**src/rtl/branch_resolve_pkg.sv**
```systemverilog
// Shared encodings for the branch resolution unit: compare codes, branch types and FSM states.
package branch_resolve_pkg;

    localparam logic [1:0] CMP_EQ  = 2'd0;
    localparam logic [1:0] CMP_LT  = 2'd1;
    localparam logic [1:0] CMP_GT  = 2'd2;
    localparam logic [1:0] CMP_ILL = 2'd3;

    typedef enum logic [2:0] {
        BR_BEQ = 3'd0,
        BR_BNE = 3'd1,
        BR_BLT = 3'd2,
        BR_BGT = 3'd3,
        BR_BLE = 3'd4,
        BR_BGE = 3'd5,
        BR_JMP = 3'd6,
        BR_NOP = 3'd7
    } br_type_e;

    typedef enum logic {
        IDLE = 1'b0,
        HOLD = 1'b1
    } state_e;

endpackage

```
**src/rtl/branch_resolve_if.sv**
```systemverilog
// Execute-to-resolve request channel plus the resolve-to-fetch redirect channel.
interface branch_resolve_if #(
    parameter int unsigned PC_W = 32
);
    logic            in_valid;
    logic            in_ready;
    logic [1:0]      cmp_code;
    logic [2:0]      br_type;
    logic [PC_W-1:0] pc;
    logic [PC_W-1:0] offset;
    logic            resolved_valid;
    logic            resolved_taken;
    logic            redirect_valid;
    logic            redirect_ready;
    logic [PC_W-1:0] redirect_pc;
    logic            cmp_err;

    modport master (
        output in_valid, cmp_code, br_type, pc, offset, redirect_ready,
        input  in_ready, resolved_valid, resolved_taken, redirect_valid, redirect_pc, cmp_err
    );

    modport slave (
        input  in_valid, cmp_code, br_type, pc, offset, redirect_ready,
        output in_ready, resolved_valid, resolved_taken, redirect_valid, redirect_pc, cmp_err
    );
endinterface

```
**src/rtl/branch_cond_eval.sv**
```systemverilog
// Combinational taken/err decode from branch type and comparator code.
module branch_cond_eval
    import branch_resolve_pkg::*;
(
    input  logic [2:0] br_type,
    input  logic [1:0] cmp_code,
    output logic       taken,
    output logic       err
);

    always_comb begin
        taken = 1'b0;
        err   = 1'b0;
        // Every conditional rule excludes CMP_ILL, so an illegal code is never taken.
        unique case (br_type_e'(br_type))
            BR_BEQ: taken = (cmp_code == CMP_EQ);
            BR_BNE: taken = (cmp_code == CMP_LT) || (cmp_code == CMP_GT);
            BR_BLT: taken = (cmp_code == CMP_LT);
            BR_BGT: taken = (cmp_code == CMP_GT);
            BR_BLE: taken = (cmp_code == CMP_EQ) || (cmp_code == CMP_LT);
            BR_BGE: taken = (cmp_code == CMP_EQ) || (cmp_code == CMP_GT);
            BR_JMP: taken = 1'b1;
            BR_NOP: taken = 1'b0;
        endcase
        if ((br_type != BR_JMP) && (br_type != BR_NOP) && (cmp_code == CMP_ILL)) begin
            err = 1'b1;
        end
    end

endmodule

```
**src/rtl/branch_resolve.sv**
```systemverilog
// Branch resolution: registered taken decision, held redirect to fetch, wrong-path squash.
// Optional BRANCH_STATS_EN adds saturating taken/not-taken/squashed event counters.
module branch_resolve
    import branch_resolve_pkg::*;
#(
    parameter int unsigned PC_W         = 32,
    parameter int unsigned SQUASH_SLOTS = 2
) (
    input  logic          clock,
    input  logic          reset_n,
    branch_resolve_if.slave bus
`ifdef BRANCH_STATS_EN
    ,
    output logic [31:0]   stat_taken,
    output logic [31:0]   stat_not_taken,
    output logic [31:0]   stat_squashed
`endif
);

    localparam logic [2:0] SQ_INIT = 3'(SQUASH_SLOTS);

    state_e          state_q, state_d;
    logic [2:0]      squash_q, squash_d;
    logic [PC_W-1:0] redirect_pc_q, redirect_pc_d;
    logic            res_valid_q, res_valid_d;
    logic            res_taken_q, res_taken_d;
    logic            cmp_err_q, cmp_err_d;

    logic            in_ready;
    logic            accept;
    logic            squash_hit;
    logic            taken;
    logic            err;
    logic [PC_W-1:0] target;

    branch_cond_eval u_cond_eval (
        .br_type  (bus.br_type),
        .cmp_code (bus.cmp_code),
        .taken    (taken),
        .err      (err)
    );

    assign in_ready   = (state_q == IDLE);
    assign accept     = bus.in_valid & in_ready;
    assign squash_hit = (squash_q != 3'd0);
    assign target     = bus.pc + PC_W'(1) + bus.offset;

    assign bus.in_ready       = in_ready;
    assign bus.redirect_valid = (state_q == HOLD);
    assign bus.redirect_pc    = redirect_pc_q;
    assign bus.resolved_valid = res_valid_q;
    assign bus.resolved_taken = res_taken_q;
    assign bus.cmp_err        = cmp_err_q;

    always_comb begin
        state_d       = state_q;
        squash_d      = squash_q;
        redirect_pc_d = redirect_pc_q;
        res_valid_d   = 1'b0;
        res_taken_d   = 1'b0;
        cmp_err_d     = 1'b0;
        unique case (state_q)
            IDLE: begin
                if (accept) begin
                    if (squash_hit) begin
                        squash_d = squash_q - 3'd1;
                    end else begin
                        res_valid_d = 1'b1;
                        res_taken_d = taken;
                        cmp_err_d   = err;
                        if (taken) begin
                            state_d       = HOLD;
                            squash_d      = SQ_INIT;
                            redirect_pc_d = target;
                        end
                    end
                end
            end
            HOLD: begin
                if (bus.redirect_ready) begin
                    state_d = IDLE;
                end
            end
        endcase
    end

    always_ff @(posedge clock or negedge reset_n) begin
        if (!reset_n) begin
            state_q       <= IDLE;
            squash_q      <= 3'd0;
            redirect_pc_q <= '0;
            res_valid_q   <= 1'b0;
            res_taken_q   <= 1'b0;
            cmp_err_q     <= 1'b0;
        end else begin
            state_q       <= state_d;
            squash_q      <= squash_d;
            redirect_pc_q <= redirect_pc_d;
            res_valid_q   <= res_valid_d;
            res_taken_q   <= res_taken_d;
            cmp_err_q     <= cmp_err_d;
        end
    end

`ifdef BRANCH_STATS_EN
    logic ev_taken, ev_not_taken, ev_squashed;

    assign ev_taken     = accept & ~squash_hit & taken;
    assign ev_not_taken = accept & ~squash_hit & ~taken;
    assign ev_squashed  = accept & squash_hit;

    always_ff @(posedge clock or negedge reset_n) begin
        if (!reset_n) begin
            stat_taken     <= '0;
            stat_not_taken <= '0;
            stat_squashed  <= '0;
        end else begin
            if (ev_taken && !(&stat_taken))         stat_taken     <= stat_taken + 32'd1;
            if (ev_not_taken && !(&stat_not_taken)) stat_not_taken <= stat_not_taken + 32'd1;
            if (ev_squashed && !(&stat_squashed))   stat_squashed  <= stat_squashed + 32'd1;
        end
    end
`endif

endmodule

```
**src/flat_wrapper.sv**
```systemverilog
// flat-port wrapper written by rule: the top's interface ports become plain ports
module branch_resolve_flat import branch_resolve_pkg::*;
#(
    parameter int unsigned PC_W         = 32,
    parameter int unsigned SQUASH_SLOTS = 2
)
  (clock, reset_n, bus_in_valid, bus_cmp_code, bus_br_type, bus_pc, bus_offset, bus_redirect_ready, bus_in_ready, bus_resolved_valid, bus_resolved_taken, bus_redirect_valid, bus_redirect_pc, bus_cmp_err);
  branch_resolve_if #(.PC_W(PC_W)) bus_i ();
  input  logic clock;
  input  logic reset_n;
  input wire logic [$bits(bus_i.in_valid)-1:0] bus_in_valid;
  input wire logic [$bits(bus_i.cmp_code)-1:0] bus_cmp_code;
  input wire logic [$bits(bus_i.br_type)-1:0] bus_br_type;
  input wire logic [$bits(bus_i.pc)-1:0] bus_pc;
  input wire logic [$bits(bus_i.offset)-1:0] bus_offset;
  input wire logic [$bits(bus_i.redirect_ready)-1:0] bus_redirect_ready;
  output wire logic [$bits(bus_i.in_ready)-1:0] bus_in_ready;
  output wire logic [$bits(bus_i.resolved_valid)-1:0] bus_resolved_valid;
  output wire logic [$bits(bus_i.resolved_taken)-1:0] bus_resolved_taken;
  output wire logic [$bits(bus_i.redirect_valid)-1:0] bus_redirect_valid;
  output wire logic [$bits(bus_i.redirect_pc)-1:0] bus_redirect_pc;
  output wire logic [$bits(bus_i.cmp_err)-1:0] bus_cmp_err;
  assign bus_i.in_valid = bus_in_valid;
  assign bus_i.cmp_code = bus_cmp_code;
  assign bus_i.br_type = bus_br_type;
  assign bus_i.pc = bus_pc;
  assign bus_i.offset = bus_offset;
  assign bus_i.redirect_ready = bus_redirect_ready;
  assign bus_in_ready = bus_i.in_ready;
  assign bus_resolved_valid = bus_i.resolved_valid;
  assign bus_resolved_taken = bus_i.resolved_taken;
  assign bus_redirect_valid = bus_i.redirect_valid;
  assign bus_redirect_pc = bus_i.redirect_pc;
  assign bus_cmp_err = bus_i.cmp_err;
  branch_resolve #(.PC_W(PC_W), .SQUASH_SLOTS(SQUASH_SLOTS)) u_core (.clock(clock), .reset_n(reset_n), .bus(bus_i));
endmodule
```
**config.mk**
```make
export PLATFORM = sky130hd
export DESIGN_NAME = branch_resolve_flat
export DESIGN_NICKNAME = d
export VERILOG_FILES = /design/src/rtl/branch_resolve_pkg.sv /design/src/rtl/branch_resolve_if.sv /design/src/rtl/branch_cond_eval.sv /design/src/rtl/branch_resolve.sv /design/src/flat_wrapper.sv
export SDC_FILE = /design/constraint.sdc
export NUM_CORES = 1
export LEC_CHECK = 0
export ABC_AREA = 1
export CORE_MARGIN = 4
export CORE_UTILIZATION = 54
export DETAILED_ROUTE_END_ITERATION = 16
export MAX_ROUTING_LAYER = met4
export PLACE_DENSITY_LB_ADDON = 0.3
export RECOVER_POWER = 25
export REMOVE_ABC_BUFFERS = 1
export SKIP_CTS_REPAIR_TIMING = 1
export SYNTH_ARGS = -nofsm -noshare
export SYNTH_HDL_FRONTEND = slang
export SYNTH_SLANG_ARGS = --single-unit
```
**constraint.sdc**
```tcl
create_clock -name clock -period 4.45 [get_ports clock]
set_input_delay 0.6675 -clock clock [delete_from_list [all_inputs] [get_ports clock]]
set_output_delay 0.6675 -clock clock [all_outputs]
set_load 0.03 [all_outputs]
```
* Word level (Yosys, flattened, before mapping)
Cells that the tools add are included.
Storage, ports and cells: flip-flop bits (word level) 39, input port bits 73, output and inout port bits 37, word-level logic and storage cells 53
Operators by class: add/sub/neg operators 3, equality and inequality tests 12, mux-type cells 18, bitwise logic cells 3, reductions and logical operators 11
Operators by type and width (number):
- adder 32 x 1 -> 32 bit, second input constant | 1
- adder 32 bit | 1
- two-way mux 1 bit | 14
- equality test 3 bit, second input constant | 4
- case mux 1 bit (8 select lines) | 1
- equality test 3 x 2 -> 1 bit, second input constant | 2
- two-way mux 3 bit | 2
- inequality test 3 bit, second input constant | 2
- equality test 2 bit, second input constant | 2
- AND reduction 4 bit | 1
- equality test 3 x 1 -> 1 bit, second input constant | 1
- zero test 3 bit | 1
- logical OR 1 bit | 3
- AND reduction 3 bit | 1
- nonzero test 3 bit | 1
- subtractor 3 x 1 -> 3 bit, second input constant | 1
- equality test 2 x 1 -> 1 bit, second input constant | 1
- logical AND 1 bit | 2
- zero test 2 bit | 1
- inverter 1 bit | 2
- case mux 1 bit (2 select lines) | 1
- nonzero test 2 bit | 1
- AND 1 bit | 1

* Depth between registers and ports, before layout
depth in word-level cells 7, mapped depth 14, gate-level depth less buffers 14

* By module
Synthesis repeated with hierarchy kept, for this count alone.
Unflattened totals: cells, all modules 668, area, all modules 3988.8 um^2
By module, submodules not included:
- branch_resolve | instances 1, cells each 644, area each 3849.9 um^2, seq. area each 975.9 um^2
- branch_cond_eval | instances 1, cells each 24, area each 138.9 um^2, seq. area each 0.0 um^2

* Worst setup path after synthesis
OpenSTA, ideal clock, no wires.
kind input -> register, from in bus_offset[0], to reg u_core.redirect_pc_q[28], in the netlist u_core.bus.redirect_pc[28], library setup time 0.117 ns, arrival 1.983 ns, required time 4.333 ns, setup slack 2.350 ns, stages 12, buffers on the path 0, cell sequence inv_1 -> ha_1 -> inv_1 -> fa_1 -> nand3_1 -> nand3_1 -> nand3_1 -> nand3_2 -> nand2_1 -> nand3_1 -> nand3_1 -> nand2_1
On the way: word-level cells in the longest chain between the ends 1
Ends and longest elaborated chain:
- start, declared | RTL line flat_wrapper.sv:15 | input wire logic [$bits(bus_i.offset)-1:0] bus_offset;
- adder 32 bit | RTL line branch_resolve.sv:46 | assign target = bus.pc + PC_W'(1) + bus.offset;
- end signal, assigned | RTL line branch_resolve.sv:98 | redirect_pc_q <= redirect_pc_d;
- end, declared | RTL line branch_resolve.sv:24 | logic [PC_W-1:0] redirect_pc_q, redirect_pc_d;
Every way passes these cells. A chain may end at the register's enable or synchronous reset.

* Worst setup path after layout
from in bus_cmp_code[0], to reg u_core.redirect_pc_q[13], in the netlist u_core.bus.redirect_pc[13]
On the way: word-level cells in the longest chain between the ends 4, elaborated cells between the ends (all ways) 8, classes of those cells 2 x eq/ne; 1 x mux; 5 x reduce/logical
Ends and longest elaborated chain:
- start, declared | RTL line flat_wrapper.sv:12 | input wire logic [$bits(bus_i.cmp_code)-1:0] bus_cmp_code;
- equality test 2 bit (tied with other cells) | RTL line branch_cond_eval.sv:17, branch_cond_eval.sv:19, branch_cond_eval.sv:21
- logical OR 1 bit, on equally long branches | RTL line branch_cond_eval.sv:21, branch_cond_eval.sv:17, branch_cond_eval.sv:20
- case mux 1 bit (8 select lines) * | RTL line branch_cond_eval.sv:15 | unique case (br_type_e'(br_type))
- AND reduction 4 bit (no source line) *
Mark *: on every way between the ends. The rest lies on a longest branch, timed or not.

==> qor.yml <==
cts.path.max_buffers: 2
avgSynthCellArea_um2: 5.98
grt_pass1_vias: 4320
setup_tns_ns: 0
coreArea_mm2: 0.00733
path_delay_family: "buffers and inverters"
grt_start_max_net_pins: 47
wl_um: 11800
grt_pass1_wl_um: 19200
fp-row-count: 31
dp_cells: 888
syn_area_mm2: 0.00411
cts.htree.levels: 2
wl_per_cell_um: 13.2
worst_setup_path_start_kind: "input pin"
pwr-share-seq_pct: 27.5
synth_edf_count: 0
antennaDiodeCount: 0
overflow: 0
worst_slew_pin_slew_ns: 2.31
drc: 0
grt_usage_pct: 27.7
drtPass1Iterations: 4
die_w_um: 95.2
finalSetupViolations: 0
instances_no_fill: 896
cts_made_buffers: 5
antenna_left: 0
final_hold_viol_count: 0
final_common_cell: "nand2_1"
crit_chain: "clkdlybuf4s50_1 -> inv_1 -> ha_1 -> o211ai_1 -> nand3_1 -> nand2_1 -> inv_2 -> nand2_2 -> inv_1 -> nand3_1 -> nand2_1"
fin_area_mm2: 0.00538
required_ns: 4.68
min_period_ns: 2.56
fin_nets: 907
num_vias: 4410
vias_per_cell: 4.92
drt_iter0_markers: 166
root_buffer: "clkbuf_8"
status: "finished, violations left"
max_cap_violations: 1
netSwitchingPower_uw: 965
grt_setup_unrepaired: "false"
clk_pin_slew_ns: 0.08
syn_inst: 686
cts_tree: "done"
slew_violations: 40
dieArea_mm2: 0.00906
comb_power_share_pct: 57.5
fin_crit_sh_pct: 57.5
numPortBuffers: 109
synth-async-reset-ratio_pct: 100
dpl_cell_area_mm2: 0.00526
place.gp.congestion: 0.938
area_growth_pct: 31.1
crit_path_max_incr_delay_ns: 0.56
power_uw: 2150
p_leak_uw: 0.00303
hp-class: "reg2reg"
ys_ff_latch: 39
slowest_stage: "inv_1"
worst-setup-path-type: "in2reg"
crit_arrival_ns: 2.79
p_clk_share_pct: 15.0
synth_cell_type_count: 31
ys_warn_count: 0
die_h_um: 95.2
ir_worst_vdd_mv: 0.276
clk_latency_ns: 0.29
maxSlewHeadroom_pct: -54.1
synth_ff_type: "dfrtp_1"
path_buf_inv: 4
end_kind: "flop"
path_max_fanout: 20
antenna_found_initial: 0
max_freq_ghz: 0.391
place_hpwl_um: 9970
cts.sinks: 39
internal-power_uw: 1180
start_util_pct: 56.0
yosysSeqAreaShare_pct: 23.8
p_sw_share_pct: 44.9
drive_gt1_share_pct: 6.15
powerDensity_mw_per_mm2: 400
violations: "max-capacitance violations, max-slew violations"
io_pins: 110
fin_skew_ns: 0.00341
final_cell_mix: "288 x nand2_1, 127 x inv_1, 108 x clkdlybuf4s50_1, 44 x nand3_1, 39 x dfrtp_1"
## worst register-to-register path, cell delays in order, from the launching register on
cell,delay [ns]
dfrtp_1,0.40
inv_1,0.11
ha_1,0.16
nand2_1,0.10
nor2_1,0.22
nand2_2,0.08
inv_1,0.56
nand3_1,0.20
nand2_1,0.10
## metal layers
metal / vias up / share of wire [%] / GRT usage [%]
li1: 2299 / - / -
met5: - / 0 / -
met3: 12 / 5.6 / 3.00
met2: 109 / 50 / 48.3
met4: 0 / 1.3 / 7.09
met1: 1990 / 43 / 34.0
## state kept, by name (all words and copies together) (netlist names)
signal,flops
u_core.bus.resolved_valid,1
u_core.bus.redirect_valid,1
u_core.bus.redirect_pc,32
u_core.squash_q,3
u_core.bus.cmp_err,1
u_core.bus.resolved_taken,1
## cell families (layout without fill, tap and decap cells)
| group | Yosys count | count (layout) | synth area share, % |
|---|---|---|---|
| flops | 39 | 39 | 23.8 |
| buf+inv | 146 | 257 | 14.1 |
| compound gates | 41 | 41 | 5.30 |
| fa+ha+maj | 38 | 38 | 11.8 |
| xor+xnor | 13 | 13 | 2.77 |
| simple gates | 409 | 409 | 42.2 |
## layout make-up
type | count | area (um2)
Fill cell | 583 | 1950
Multi-Input combinational cell | 501 | 2550
Sequential cell | 39 | 976
Clock inverter | 2 | 35.0
Clock buffer | 6 | 82.6
Timing Repair Buffer | 110 | 1090
Tap cell | 99 | 124
Inverter | 139 | 522
## per-stage QoR
| step | hold slack (ns) | utilization, % | setup WS, ns |
|---|---|---|---|
| global route | 0.499 | 73.4 | 1.72 |
| global placement | 0.454 | 71.8 | 1.66 |
| detailed placement | 0.465 | 71.8 | 1.61 |
| finish | 0.483 | 73.4 | 1.89 |
| CTS | 0.486 | 73.4 | 1.91 |
| floorplan | 0.372 | - | 2.01 |
## Yosys cell counts (all sizes together), types with 2 or more instances
| library cell | instances | area [um2] |
|---|---|---|
| a21oi | 18 | 90.1 |
| and2 | 4 | 27.5 |
| buf | 7 | 58.8 |
| dfrtp | 39 | 976 |
| ha | 37 | 463 |
| inv | 139 | 522 |
| nand2 | 300 | 1160 |
| nand3 | 48 | 260 |
| nand4 | 5 | 31.3 |
| nor2 | 40 | 183 |
| nor3 | 8 | 50.1 |
| o21ai | 18 | 90.1 |
| o21bai | 2 | 15.0 |
| or2 | 3 | 18.8 |
| xnor2 | 12 | 105 |
## power by group through the flow
stage	Combinational, uW	Clock (uW)	Sequential [uW]
after floorplan	461	0	864
after detailed placement	1240	0	596
final	1240	323	591
after CTS	1250	325	593
after global routing	1360	341	611
after global placement	1210	0	590
## worst paths after layout
path | slack (ns) | cells after the start | to | startpoint
setup / recovery | 1.89 | 11 | u_core.bus.redirect_pc[13] | bus_cmp_code[0]
hold / removal | 0.48 | 2 | u_core.bus.redirect_pc[9] | u_core.bus.redirect_pc[9]
setup reg to reg | 2.47 | 8 | u_core.bus.redirect_pc[13] | u_core.squash_q[0]
hold reg to reg | 0.48 | 2 | u_core.bus.redirect_pc[9] | u_core.bus.redirect_pc[9]
max in group asynchronous | 2.07 | 1 | u_core.bus.redirect_pc[13] | reset_n
min in group asynchronous | 1.05 | 1 | u_core.bus.redirect_pc[0] | reset_n
(Power assumes the default switching activity.)
